`src/rtl/rv_ctrl_pkg.sv`:
```
// Shared control encodings for the multicycle RV32 sequencer: FSM states,
// major opcodes, ALU/writeback/PC select codes and an opcode classifier.
package rv_ctrl_pkg;

  typedef enum logic [2:0] {
    ST_IDLE   = 3'd0,
    ST_FETCH  = 3'd1,
    ST_DECODE = 3'd2,
    ST_EXEC   = 3'd3,
    ST_MEM    = 3'd4,
    ST_WB     = 3'd5,
    ST_HALT   = 3'd6,
    ST_ERR    = 3'd7
  } state_e;

  localparam logic [6:0] OPC_R      = 7'b0110011;
  localparam logic [6:0] OPC_I      = 7'b0010011;
  localparam logic [6:0] OPC_LOAD   = 7'b0000011;
  localparam logic [6:0] OPC_STORE  = 7'b0100011;
  localparam logic [6:0] OPC_BRANCH = 7'b1100011;
  localparam logic [6:0] OPC_LUI    = 7'b0110111;
  localparam logic [6:0] OPC_AUIPC  = 7'b0010111;
  localparam logic [6:0] OPC_JAL    = 7'b1101111;
  localparam logic [6:0] OPC_JALR   = 7'b1100111;
  localparam logic [6:0] OPC_SYSTEM = 7'b1110011;

  localparam logic [1:0] ALU_OP_ADD    = 2'b00;
  localparam logic [1:0] ALU_OP_BRANCH = 2'b01;
  localparam logic [1:0] ALU_OP_FUNCT  = 2'b10;

  // Writeback mux order must match the datapath: ALU, load data, pc+4, pc+imm.
  localparam logic [1:0] WB_ALU   = 2'b00;
  localparam logic [1:0] WB_LOAD  = 2'b01;
  localparam logic [1:0] WB_PC4   = 2'b10;
  localparam logic [1:0] WB_PCIMM = 2'b11;

  localparam logic [1:0] PC_PLUS4 = 2'b00;
  localparam logic [1:0] PC_IMM   = 2'b01;
  localparam logic [1:0] PC_ALU   = 2'b10;

  typedef enum logic [3:0] {
    CLS_R, CLS_I, CLS_LOAD, CLS_STORE, CLS_BRANCH, CLS_LUI,
    CLS_AUIPC, CLS_JAL, CLS_JALR, CLS_SYSTEM, CLS_ILLEGAL
  } op_class_e;

  function automatic op_class_e classify(input logic [6:0] opc);
    case (opc)
      OPC_R:      return CLS_R;
      OPC_I:      return CLS_I;
      OPC_LOAD:   return CLS_LOAD;
      OPC_STORE:  return CLS_STORE;
      OPC_BRANCH: return CLS_BRANCH;
      OPC_LUI:    return CLS_LUI;
      OPC_AUIPC:  return CLS_AUIPC;
      OPC_JAL:    return CLS_JAL;
      OPC_JALR:   return CLS_JALR;
      OPC_SYSTEM: return CLS_SYSTEM;
      default:    return CLS_ILLEGAL;
    endcase
  endfunction

endpackage

```
`src/rtl/wait_timer.sv`:
```
// Memory-wait watchdog: counts stalled request cycles and flags the cycle on
// which the count would reach WAIT_LIMIT (WAIT_LIMIT = 0 disables it).
module wait_timer #(
  parameter int unsigned WAIT_LIMIT = 16,
  parameter int unsigned CNT_W      = 8
) (
  input  logic clk,
  input  logic rst,
  input  logic en_i,
  input  logic clr_i,
  output logic expire_c
);

  logic [CNT_W-1:0] cnt_q, cnt_d;

  assign expire_c = (WAIT_LIMIT != 32'd0) && en_i &&
                    (cnt_q == CNT_W'(WAIT_LIMIT - 32'd1));

  always_comb begin
    cnt_d = cnt_q;
    if (clr_i || expire_c) begin
      cnt_d = '0;
    end else if (en_i) begin
      cnt_d = cnt_q + CNT_W'(1);
    end
  end

  always_ff @(posedge clk or negedge rst) begin
    if (!rst) begin
      cnt_q <= '0;
    end else begin
      cnt_q <= cnt_d;
    end
  end

endmodule

```
`src/rtl/mc_sequencer.sv`:
```
// Multicycle RV32 control sequencer: fetch/decode/exec/mem/wb FSM with a
// memory-wait watchdog and a retired-instruction counter.
module mc_sequencer
  import rv_ctrl_pkg::*;
#(
  parameter int unsigned WAIT_LIMIT = 16,
  parameter int unsigned CNT_W      = 8
) (
  input  logic        clk,
  input  logic        rst,
  input  logic        start,
  input  logic [6:0]  opcode,
  input  logic        zero,
  input  logic        imem_ready,
  input  logic        dmem_ready,
  output logic        imem_req,
  output logic        dmem_req,
  output logic        dmem_we,
  output logic        ir_we,
  output logic        pc_we,
  output logic        reg_we,
  output logic        alu_src_a,
  output logic        alu_src_b,
  output logic [1:0]  alu_op,
  output logic [1:0]  wb_sel,
  output logic [1:0]  pc_sel,
  output logic [2:0]  state,
  output logic        halted,
  output logic        error,
  output logic [31:0] instret
);

  state_e      state_q, state_d;
  logic [31:0] instret_q, instret_d;
  op_class_e   cls;
  logic        in_fetch, in_mem, wait_en, wait_clr, timeout;

  assign cls      = classify(opcode);
  assign in_fetch = (state_q == ST_FETCH);
  assign in_mem   = (state_q == ST_MEM);

  // Timer is driven from the registered state so ready outside a request is ignored.
  assign wait_en  = (in_fetch && !imem_ready) || (in_mem && !dmem_ready);
  assign wait_clr = !(in_fetch || in_mem) || (in_fetch && imem_ready) ||
                    (in_mem && dmem_ready);

  wait_timer #(
    .WAIT_LIMIT (WAIT_LIMIT),
    .CNT_W      (CNT_W)
  ) u_wait_timer (
    .clk      (clk),
    .rst      (rst),
    .en_i     (wait_en),
    .clr_i    (wait_clr),
    .expire_c (timeout)
  );

  always_ff @(posedge clk or negedge rst) begin
    if (!rst) begin
      state_q   <= ST_IDLE;
      instret_q <= '0;
    end else begin
      state_q   <= state_d;
      instret_q <= instret_d;
    end
  end

  always_comb begin
    state_d   = state_q;
    imem_req  = 1'b0;
    dmem_req  = 1'b0;
    dmem_we   = 1'b0;
    ir_we     = 1'b0;
    pc_we     = 1'b0;
    reg_we    = 1'b0;
    alu_src_a = 1'b0;
    alu_src_b = 1'b0;
    alu_op    = ALU_OP_ADD;
    wb_sel    = WB_ALU;
    pc_sel    = PC_PLUS4;

    case (state_q)
      ST_IDLE: begin
        if (start) state_d = ST_FETCH;
      end
      ST_FETCH: begin
        imem_req = 1'b1;
        if (imem_ready) begin
          ir_we   = 1'b1;
          state_d = ST_DECODE;
        end else if (timeout) begin
          state_d = ST_ERR;
        end
      end
      ST_DECODE: begin
        case (cls)
          CLS_SYSTEM:  state_d = ST_HALT;
          CLS_ILLEGAL: state_d = ST_ERR;
          default:     state_d = ST_EXEC;
        endcase
      end
      ST_EXEC: begin
        alu_src_a = (cls == CLS_LUI);
        alu_src_b = !((cls == CLS_R) || (cls == CLS_BRANCH));
        if ((cls == CLS_R) || (cls == CLS_I)) alu_op = ALU_OP_FUNCT;
        else if (cls == CLS_BRANCH)           alu_op = ALU_OP_BRANCH;
        case (cls)
          CLS_LOAD, CLS_STORE: state_d = ST_MEM;
          CLS_BRANCH: begin
            pc_we   = 1'b1;
            pc_sel  = zero ? PC_IMM : PC_PLUS4;
            state_d = ST_FETCH;
          end
          default: state_d = ST_WB;
        endcase
      end
      ST_MEM: begin
        dmem_req = 1'b1;
        dmem_we  = (cls == CLS_STORE);
        if (dmem_ready) begin
          if (cls == CLS_STORE) begin
            pc_we   = 1'b1;
            state_d = ST_FETCH;
          end else begin
            state_d = ST_WB;
          end
        end else if (timeout) begin
          state_d = ST_ERR;
        end
      end
      ST_WB: begin
        reg_we  = 1'b1;
        pc_we   = 1'b1;
        state_d = ST_FETCH;
        case (cls)
          CLS_LOAD:          wb_sel = WB_LOAD;
          CLS_JAL, CLS_JALR: wb_sel = WB_PC4;
          CLS_AUIPC:         wb_sel = WB_PCIMM;
          default:           wb_sel = WB_ALU;
        endcase
        if (cls == CLS_JAL)       pc_sel = PC_IMM;
        else if (cls == CLS_JALR) pc_sel = PC_ALU;
      end
      ST_HALT: state_d = ST_HALT;
      ST_ERR:  state_d = ST_ERR;
      default: state_d = ST_ERR;
    endcase

    // One pc_we per retired instruction, so it doubles as the retire strobe.
    instret_d = instret_q + 32'(pc_we);
  end

  assign state   = state_q;
  assign halted  = (state_q == ST_HALT);
  assign error   = (state_q == ST_ERR);
  assign instret = instret_q;

endmodule

```
`config.mk`:
```
export PLATFORM = sky130hd
export DESIGN_NAME = mc_sequencer
export DESIGN_NICKNAME = d
export VERILOG_FILES = /design/src/rtl/rv_ctrl_pkg.sv /design/src/rtl/wait_timer.sv /design/src/rtl/mc_sequencer.sv
export SDC_FILE = /design/constraint.sdc
export NUM_CORES = 1
export LEC_CHECK = 0
export BUFFER_PORTS_ARGS = -buffer_cell sky130_fd_sc_hd__buf_2
export CAP_MARGIN = 30
export CORE_MARGIN = 2
export CORE_UTILIZATION = 50
export DETAILED_ROUTE_END_ITERATION = 10
export PLACE_DENSITY = 0.76
export SYNTH_ARGS = -nofsm -noshare
export SYNTH_HDL_FRONTEND = slang
export SYNTH_HIERARCHICAL = 1
export SYNTH_SLANG_ARGS = --single-unit
```
`constraint.sdc`:
```
create_clock -name clk -period 2.8 [get_ports clk]
set_input_delay 0.14 -clock clk [delete_from_list [all_inputs] [get_ports clk]]
set_output_delay 0.14 -clock clk [all_outputs]
set_load 0.01 [all_outputs]
```
### Word-level counts from Yosys, hierarchy flattened

Index checks and enable logic that the tools add are counted.

* input port bits: 13
* logic and storage cells: 88
* register bits after elaboration: 43
* output and inout port bits: 51

* add/subtract/negate cells: 2
* reduce and logical (&&, ||, !) cells: 21
* equal/unequal tests: 29
* mux-type cells: 33

Operators by type and width (count)
* one-hot mux 4 bit (10 select lines): 1
* adder 32 x 1 -> 32 bit: 1
* equality test 7 bit (second input constant): 4
* one-hot mux 3 bit (8 select lines): 1
* equality test 7 x 6 -> 1 bit (second input constant): 3
* equality test 4 x 3 -> 1 bit (second input constant): 4
* two-way mux 8 bit: 2
* two-way mux 3 bit: 5
* equality test 7 x 5 -> 1 bit (second input constant): 2
* two-way mux 1 bit: 14
* equality test 3 bit (second input constant): 4
* equality test 4 bit (second input constant): 3
* one-hot mux 3 bit (2 select lines): 2
* two-way mux 2 bit: 5
* adder 8 x 1 -> 8 bit (second input constant): 1
* equality test 4 x 2 -> 1 bit (second input constant): 2
* equality test 8 x 4 -> 1 bit (second input constant): 1
* equality test 7 x 2 -> 1 bit (second input constant): 1
* logical OR 1 bit: 7
* equality test 3 x 2 -> 1 bit (second input constant): 2
* one-hot mux 2 bit (3 select lines): 1
* logical AND 1 bit: 5
* equality test 4 x 1 -> 1 bit (second input constant): 1
* logical NOT 1 bit: 4
* 8 further kinds: 9

### Longest topological paths before layout

Gate-level depths: netlist of run 1.

* word-level depth: 7
* mapped depth: 12
* depth with buffers taken out: 11

### Hierarchy

Netlist of run 1, hierarchy kept.

Modules (own cells, without submodules)
* mc_sequencer: times used 1, cells each 208, area each 2034.5 um^2, seq. area each 875.8 um^2
* wait_timer: times used 1, cells each 45, area each 429.2 um^2, seq. area each 200.2 um^2

### Worst setup path before layout of run 1

Ideal clock, no wire load.

* path type: register to register
* start point: register state_q[1] (netlist: state[1])
* end point: register instret_q[22] (netlist: instret[22])
* required time: 2.721 ns
* clock period less this slack: 2.832 ns
* stages on the path, launching flop included: 12
* data arrival time: 2.752 ns
* buffers on the path: 1
* setup slack: -0.032 ns
* library setup time: 0.079 ns
* path through: dfrtp_1 > clkbuf_1 > nand2b_1 > nor4_1 > a211o_1 > ha_1 > ha_1 > nand3_1 > nor2_4 > nand4_1 > nor2_1 > xor2_1

* word-level cells in the longest chain between the ends: 3
* elaborated cells on any way between the ends: 5
* those cells by class: add/sub (1); eq/ne (3); mux (1)

RTL lines
* start, declared: line mc_sequencer.sv:33 `state_e state_q, state_d;`
* start signal, assigned: line mc_sequencer.sv:63 `state_q <= state_d;`
* equality test 3 bit or equality test 3 x 2 -> 1 bit (tied branches): line mc_sequencer.sv:82 `case (state_q)`
* one-hot mux 1 bit (3 select lines) (*): line mc_sequencer.sv:82
* net pc_we: line mc_sequencer.sv:20 `output logic pc_we,`
* adder 32 x 1 -> 32 bit (*): line mc_sequencer.sv:150 `instret_d = instret_q + 32'(pc_we);`
* net instret_d[22]: line mc_sequencer.sv:34 `logic [31:0] instret_q, instret_d;`
* end signal, assigned: line mc_sequencer.sv:64 `instret_q <= instret_d;`
* end, declared: line mc_sequencer.sv:34

The timed path passes the listed nets; every way through them passes the cells marked *.
A chain may end at the register's enable or synchronous reset.

### Worst setup path after layout of run 1

* start point: register state_q[0] (netlist: state[0])
* end point: register instret_q[22] (netlist: instret[22])

* word-level cells in the longest chain between the ends: 3
* elaborated cells on any way between the ends: 5
* those cells by class: add/sub (1); eq/ne (3); mux (1)

RTL lines (line)
* equality test 3 bit or equality test 3 x 2 -> 1 bit (tied branches): mc_sequencer.sv:82
* one-hot mux 1 bit (3 select lines) (*): mc_sequencer.sv:82
* adder 32 x 1 -> 32 bit (*): mc_sequencer.sv:150
* net instret_d[22]: mc_sequencer.sv:34

Marked as above.

==> load_flow_metrics.sql, run 1 <==
INSERT INTO impl_metrics (metric_group, metric, value, unit) VALUES
('synth', 'yosys.cell_count.top_type', 'sky130_fd_sc_hd__dfrtp_1', ''),
('pwr', 'seq_power_share', '57.3', '%'),
('floorplan', 'initial_utilization', '52.2', '%'),
('clock_tree', 'cts_htree_levels', '2', ''),
('detailed_routing', 'drt_wl_total', '5.33', 'mm'),
('status', 'status', 'finished, final reports clean', ''),
('sta', 'timing.setup.tns', '0', 'ps'),
('grt', 'wire_length_of_the_first_global_routing_pass', '8.92', 'mm'),
('pwr', 'power.share.switching', '24.1', '%'),
('worst_setup_path', 'cp-end-kind', 'register', ''),
('detailed_routing', 'via_count', '2133', ''),
('synth', 'syn-instance-count', '253', ''),
('worst_setup_path', 'crit_buf_inv', '0', ''),
('clock_tree', 'cts_max_path_buffers', '2', ''),
('sta', 'fin_skew', '9.64', 'ps'),
('worst_setup_path', 'data_arrival_at_the_endpoint_of_the_critical_path', '2810', 'ps'),
('sta', 'setup_viol', '0', ''),
('cells_and_area', 'fin_util', '63.3', '%'),
('synth', 'synth_seq_cells', '43', ''),
('floorplan', 'row_count', '25', ''),
('synth', 'number_of_synthesized_flops_with_an_enable_pin', '0', ''),
('grt', 'antenna_found_initial', '0', ''),
('sta', 'final-hold-violation-count', '0', ''),
('worst_setup_path', 'startpoint', 'state[0]', ''),
('floorplan', 'placeableCoreArea', '4720', 'um2'),
('pwr', 'power_density', '364', 'nW/um2'),
('worst_setup_path', 'slowest_stage', 'sky130_fd_sc_hd__dfrtp_1', ''),
('worst_setup_path', 'ff_to_ff_end', 'instret[22]', ''),
('pwr', 'power.static_leakage', '1.44', 'nW'),
('sta', 'final.min_clock_period', '2600', 'ps'),
('worst_hold_path', 'hp-class', 'in -> reg', ''),
('cells_and_area', 'final-seq-area', '1080', 'um2'),
('synth', 'synth.top_cell.area_share', '43.7', '%'),
('placement', 'port_buffers', '63', ''),
('clock_tree', 'numClockSinks', '43', ''),
('run', 'count_of_max_cap_constraint_violations', '0', ''),
('synth', 'postSynthNetCount', '269', ''),
('floorplan', 'io-pin-count', '64', ''),
('placement', 'placed_cells', '380', ''),
('placement', 'detailedPlacementHpwl', '3.94', 'mm'),
('cells_and_area', 'insertedDiodeCount', '0', ''),
('worst_setup_path', 'worst_setup_path_start_kind', 'register', ''),
('detailed_routing', 'drt_antenna_net_count', '0', ''),
('clock_tree', 'cts_inserted_buffers', '5', ''),
('floorplan', 'chipHeight', '74.2', 'um'),
('cells_and_area', 'area_delta_synth_final', '21.3', '%'),
('synth', 'avgSynthCellArea', '9.74', 'um2'),
('sta', 'slew_headroom', '72.3', '%'),
('worst_setup_path', 'critical-path-top-delay-family', 'simple AND/OR/NAND/NOR gates', ''),
('floorplan', 'total_die_area', '5500', 'um2'),
('worst_setup_path', 'critical_path_class', 'reg -> reg', ''),
('detailed_routing', 'drt_first_iter_violations', '144', ''),
('worst_setup_path', 'rr_worst_depth', '10', ''),
('pwr', 'combinationalPowerShare', '6.3', '%'),
('cells_and_area', 'final-instance-count-excl-fill', '390', ''),
('pwr', 'power.internal', '0.826', 'mW'),
('grt', 'grt_pass1_vias', '1991', ''),
('worst_setup_path', 'critical_path_depth', '10', ''),
('synth', 'netlist_cell_types', '56', ''),
('grt', 'gr-total-overflow', '0', ''),
('clock_tree', 'post_cts.repair.setup_buffers', '0', ''),
('synth', 'yosys-top-cells-area', 'sky130_fd_sc_hd__dfrtp_1 (44%), sky130_fd_sc_hd__xnor2_1 (9.2%), sky130_fd_sc_hd__nand2_1 (4.9%), sky130_fd_sc_hd__nor2_1 (3.2%), sky130_fd_sc_hd__nand4_1 (3.0%)', ''),
('synth', 'ys_async_sr_fraction', '100', '%'),
('worst_setup_path', 'rr_startpoint', 'state[0]', ''),
('grt', 'groute.usage.overall', '20.6', '%'),
('sta', 'period_share', '92.8', '%'),
('pwr', 'net-switching-power', '0.262', 'mW'),
('clock_tree', 'cts_root_buf', 'sky130_fd_sc_hd__clkbuf_8', ''),
('clock_tree', 'cts_tree', 'yes', ''),
('worst_setup_path', 'r2r_slack', '200', 'ps'),
('pwr', 'power_frac_clock', '36.5', '%');
per-layer routing:
metal | vias up | global-route usage (%) | wire (um)
met5 | - | 0 | 0
met4 | 0 | 5.25 | 37
met3 | 4 | 5.01 | 240
met2 | 57 | 34.3 | 2680
met1 | 1025 | 27.1 | 2370
li1 | 1047 | - | -
per-stage QoR:
step | setup WS (ps) | hold WS, ps | power (mW) | cell area (um2)
floorplan | 52.7 | -156 | 0.668 | 2470
global placement | 347 | 326 | 0.699 | 2870
detailed placement | 204 | 332 | 0.699 | 2870
CTS | 214 | 7.77 | 1.10 | 2960
global route | 5.07 | 227 | 1.14 | 2990
finish | 202 | 200 | 1.09 | 2990
cells by family after synthesis:
| group | share of synthesized area, % |
|---|---|
| AO/OA/AOI/OAI | 9.50 |
| XOR/XNOR | 11.4 |
| buffers and inverters | 2.69 |
| adder cells (fa/ha/maj) | 1.52 |
| AND/OR/NAND/NOR | 31.2 |
| flip-flops | 43.7 |
how the worst min path moves through the flow:
stage / startpoint / end / slack (ps) / cells after the start
after floorplan: rst / instret[0] / -160 / 0
after global placement: rst / instret[7] / 330 / 1
after detailed placement: rst / instret[15] / 330 / 1
after CTS: rst / instret[20] / 8 / 1
after global routing: imem_ready / state[2] / 230 / 3
final: imem_ready / state[1] / 200 / 3
area by class of cell:
| type | instances | area share (%) |
|---|---|---|
| tap | 67 | 2.80 |
| inverter | 9 | 1.13 |
| multi-input combinational | 194 | 44.4 |
| clock buffer | 5 | 2.30 |
| timing repair buffer | 69 | 12.6 |
| sequential | 43 | 36.0 |
| clock inverter | 3 | 0.795 |
state kept, by name (all words and copies together), names as in the netlist:
name                count
instret                32
state                   3
u_wait_timer/cnt_q      8
power by group through the flow:
| stage | Clock, mW | Combinational, mW | Sequential, mW |
|---|---|---|---|
| 2_1_floorplan | 0 | 0.0325 | 0.635 |
| 5_1_grt | 0.441 | 0.0768 | 0.623 |
| 4_1_cts | 0.413 | 0.0642 | 0.623 |
| 3_3_place_gp | 0 | 0.0633 | 0.635 |
| 6_report | 0.397 | 0.0680 | 0.623 |
| 3_5_place_dp | 0 | 0.0639 | 0.635 |
repair_timing:
item | CTS | global route
hold buffers | 0 | 1
hold endpoints to repair | 0 | 10
endpoints found under the setup margin | 0 | 0
layout by cell type, fill, tap and decap left out, types with 4 or more instances in the layout:
master                     Yosys  layout
sky130_fd_sc_hd__clkbuf_8      0       5
sky130_fd_sc_hd__nand4_1      12      12
sky130_fd_sc_hd__xor2_1        6       6
sky130_fd_sc_hd__buf_2         2      63
sky130_fd_sc_hd__o21ai_0       5       5
sky130_fd_sc_hd__or3_1         4       4
sky130_fd_sc_hd__xnor2_1      26      26
sky130_fd_sc_hd__and4_1        5       5
sky130_fd_sc_hd__inv_1         9       9
sky130_fd_sc_hd__nand3_1      13      13
sky130_fd_sc_hd__o211ai_1      4       4
sky130_fd_sc_hd__buf_4         1       4
sky130_fd_sc_hd__nor2_1       21      21
sky130_fd_sc_hd__dfrtp_1      43      43
sky130_fd_sc_hd__a21oi_1       5       5
sky130_fd_sc_hd__nand2_1      32      32
sky130_fd_sc_hd__nor3_1        5       5
tightest hold or removal path, stage by stage:
cell and delay (ps):
sky130_fd_sc_hd__buf_2 120, sky130_fd_sc_hd__o21ai_0 90, sky130_fd_sc_hd__o211ai_1 90
Power figures use the tool's default switching activity.
==> run 2, diff against run 1 <==
CORE_MARGIN = 8   (was 2)
==> run 2 against run 1 <==
Via count increased by 0.14%. Critical path type unchanged. Sequential power hardly changed. Highest routed layer unchanged. Non-clock buffer count is 1 lower. Final cell count decreased by 0.26%.
==> load_flow_metrics.sql, run 2 (synthesis gave the netlist of run 1 again) <==
INSERT INTO impl_metrics (metric_group, metric, value, unit) VALUES
('placement', 'port_buffers', '63', ''),
('detailed_routing', 'drt_first_iter_violations', '86', ''),
('sta', 'rsz_0062_raised_after_global_routing', 'no', ''),
('clock_tree', 'numClockSinks', '43', ''),
('pwr', 'power_density', '391', 'nW/um2'),
('detailed_routing', 'route.met3.wl', '367', 'um'),
('worst_setup_path', 'cp_cell_sequence', 'nand2b_1 > nor4_2 > a211o_1 > ha_1 > ha_1 > nand3_1 > nor2_4 > nand4_1 > nor2_1 > xor2_1', ''),
('sta', 'final-hold-violation-count', '0', ''),
('floorplan', 'initial_utilization', '52.2', '%'),
('grt', 'grt_max_degree', '44', ''),
('grt', 'groute.usage.overall', '16.0', '%'),
('worst_setup_path', 'cp_data_required_time', '3030', 'ps'),
('detailed_routing', 'drt_pre_antenna_iters', '4', ''),
('worst_setup_path', 'slowest_stage', 'sky130_fd_sc_hd__dfrtp_1', ''),
('detailed_routing', 'wl_met1', '2.53', 'mm'),
('detailed_routing', 'wl_met2', '2.74', 'mm'),
('worst_setup_path', 'cp-end-kind', 'register', ''),
('clock_tree', 'cts_root_buf', 'sky130_fd_sc_hd__clkbuf_8', ''),
('grt', 'antenna_found_initial', '0', ''),
('clock_tree', 'path_clk_slew', '80', 'ps'),
('placement', 'placement.cell_area', '2850', 'um2'),
('sta', 'fin_skew', '4.08', 'ps'),
('cells_and_area', 'mostFrequentLayoutCell', 'sky130_fd_sc_hd__buf_2', ''),
('clock_tree', 'cts_max_path_buffers', '2', ''),
('detailed_routing', 'top_routing_layer_in_use', 'met4', ''),
('placement', 'detailedPlacementHpwl', '4.24', 'mm'),
('cells_and_area', 'fin_util', '63.6', '%'),
('status', 'status', 'finished, final reports clean', ''),
('sta', 'worst_pin_slew', '443', 'ps'),
('floorplan', 'total_die_area', '7430', 'um2'),
('sta', 'final.min_clock_period', '2530', 'ps'),
('grt', 'grt_pass1_vias', '2099', ''),
('worst_setup_path', 'cpMostUsedCell', 'sky130_fd_sc_hd__ha_1', ''),
('worst_setup_path', 'rr_startpoint', 'state[1]', ''),
('worst_setup_path', 'critical_path_peak_fanout', '11', ''),
('floorplan', 'chipHeight', '86.2', 'um'),
('cells_and_area', 'fraction_of_final_layout_cells_with_drive_strength_greater_than_1', '30.1', '%'),
('placement', 'gp_congestion', '0.871', ''),
('clock_tree', 'worstSkewPairLatency', '300', 'ps'),
('floorplan', 'placeableCoreArea', '4720', 'um2'),
('worst_hold_path', 'hp-class', 'in -> async', ''),
('grt', 'wire_length_of_the_first_global_routing_pass', '9.71', 'mm'),
('worst_setup_path', 'ff_to_ff_end', 'instret[20]', ''),
('detailed_routing', 'detail_route.drc_violations', '0', ''),
('worst_setup_path', 'critical-path-top-delay-family', 'simple AND/OR/NAND/NOR gates', ''),
('cells_and_area', 'n_fill_cell', '400', ''),
('sta', 'timing.setup.tns', '0', 'ps'),
('sta', 'slew_violations', '0', ''),
('clock_tree', 'cts_htree_levels', '2', ''),
('run', 'count_of_max_cap_constraint_violations', '0', ''),
('detailed_routing', 'via_count', '2136', ''),
('cells_and_area', 'most-common-layout-cells', 'sky130_fd_sc_hd__buf_2 (63), sky130_fd_sc_hd__dfrtp_1 (41), sky130_fd_sc_hd__nand2_1 (32)', ''),
('sta', 'setup_viol', '0', ''),
('cells_and_area', 'area_delta_synth_final', '21.9', '%'),
('placement', 'placed_cells', '378', ''),
('clock_tree', 'cts_inserted_buffers', '5', ''),
('detailed_routing', 'avgRoutedWirePerCell', '14.7', 'um'),
('cells_and_area', 'final-instance-count-excl-fill', '389', ''),
('worst_setup_path', 'critical_path_class', 'reg -> reg', ''),
('worst_setup_path', 'r2r_slack', '270', 'ps'),
('sta', 'period_share', '90.2', '%'),
('grt', 'gr-total-overflow', '0', ''),
('detailed_routing', 'avgViaCountPerCell', '5.49', ''),
('worst_setup_path', 'rr_worst_depth', '10', ''),
('cells_and_area', 'max_ffs_per_register', '32', ''),
('cells_and_area', 'layout.cell_area.non_filler', '3000', 'um2'),
('clock_tree', 'cts_tree', 'yes', ''),
('detailed_routing', 'drt_wl_total', '5.71', 'mm'),
('worst_setup_path', 'worst_setup_path_start_kind', 'register', ''),
('pwr', 'power.static_leakage', '1.45', 'nW'),
('floorplan', 'row_count', '25', ''),
('worst_setup_path', 'crit_buf_inv', '0', ''),
('floorplan', 'io-pin-count', '64', ''),
('sta', 'highest_clock_rate', '396', 'MHz'),
('cells_and_area', 'insertedDiodeCount', '0', ''),
('floorplan', 'dieWidth', '86.2', 'um'),
('detailed_routing', 'drt_antenna_net_count', '0', ''),
('worst_setup_path', 'data_arrival_at_the_endpoint_of_the_critical_path', '2750', 'ps'),
('pwr', 'vdd_ir_drop_max', '0.194', 'mV'),
('worst_setup_path', 'critical-path-max-stage-delay', '490', 'ps'),
('sta', 'slew_headroom', '70.0', '%'),
('cells_and_area', 'final_nets', '337', '');
-- run 2: worst max path at each step --
stage	cells after the start	end	slack, ps	from
6_report	10	instret[20]	270	state[1]
5_1_grt	10	instret[20]	5	state[1]
4_1_cts	10	instret[20]	220	state[2]
3_5_place_dp	10	instret[20]	240	state[0]
3_3_place_gp	10	instret[22]	380	state[2]
2_1_floorplan	11	instret[22]	50	state[1]
-- run 2: where the power goes --
group | total (mW) | switching [mW] | internal, mW
Combinational | 0.0665 | 0.0412 | 0.0254
Sequential | 0.624 | 0.00254 | 0.621
Clock | 0.484 | 0.219 | 0.266
-- run 2: what timing repair did --
| action | 4_1_cts | 5_1_grt |
|---|---|---|
| endpoints found under the hold margin | 0 | 43 |
| hold buffers | 0 | 1 |
| resized for setup | 0 | 2 |
| setup buffers | 0 | 1 |
| endpoints found under the setup margin | 0 | 3 |
-- run 2: routing by layer --
layer / vias up / track usage [%]
li1: 1047 / -
met1: 1019 / 18.9
met2: 62 / 27.2
met3: 8 / 4.54
met4: 0 / 5.16
met5: - / 0
-- run 2: worst register-to-register path, cell delays in order, from the launching register on --
cell and delay (ps):
sky130_fd_sc_hd__dfrtp_1 490, sky130_fd_sc_hd__nand2b_1 250, sky130_fd_sc_hd__nor4_2 280, sky130_fd_sc_hd__a211o_1 190, sky130_fd_sc_hd__ha_1 190, sky130_fd_sc_hd__ha_1 190
sky130_fd_sc_hd__nand3_1 180, sky130_fd_sc_hd__nor2_4 130, sky130_fd_sc_hd__nand4_1 220, sky130_fd_sc_hd__nor2_1 190, sky130_fd_sc_hd__xor2_1 150
-- run 2: per-stage QoR --
| step | total power [mW] | hold slack, ps | worst slack, ps |
|---|---|---|---|
| after detailed placement | 0.699 | 340 | 242 |
| final | 1.17 | 211 | 274 |
| after CTS | 1.19 | 10.4 | 222 |
| after floorplan | 0.668 | -156 | 52.7 |
| after global routing | 1.22 | 223 | 4.64 |
| after global placement | 0.698 | 333 | 384 |
-- run 2: final cells by class --
| class | count | area (um2) | share of cell area, % |
|---|---|---|---|
| inverter | 9 | 33.8 | 1.12 |
| multi-input combinational | 194 | 1330 | 44.2 |
| tap | 67 | 83.8 | 2.79 |
| sequential | 43 | 1080 | 35.9 |
| clock inverter | 3 | 43.8 | 1.46 |
| timing repair buffer | 68 | 368 | 12.2 |
| clock buffer | 5 | 68.8 | 2.29 |
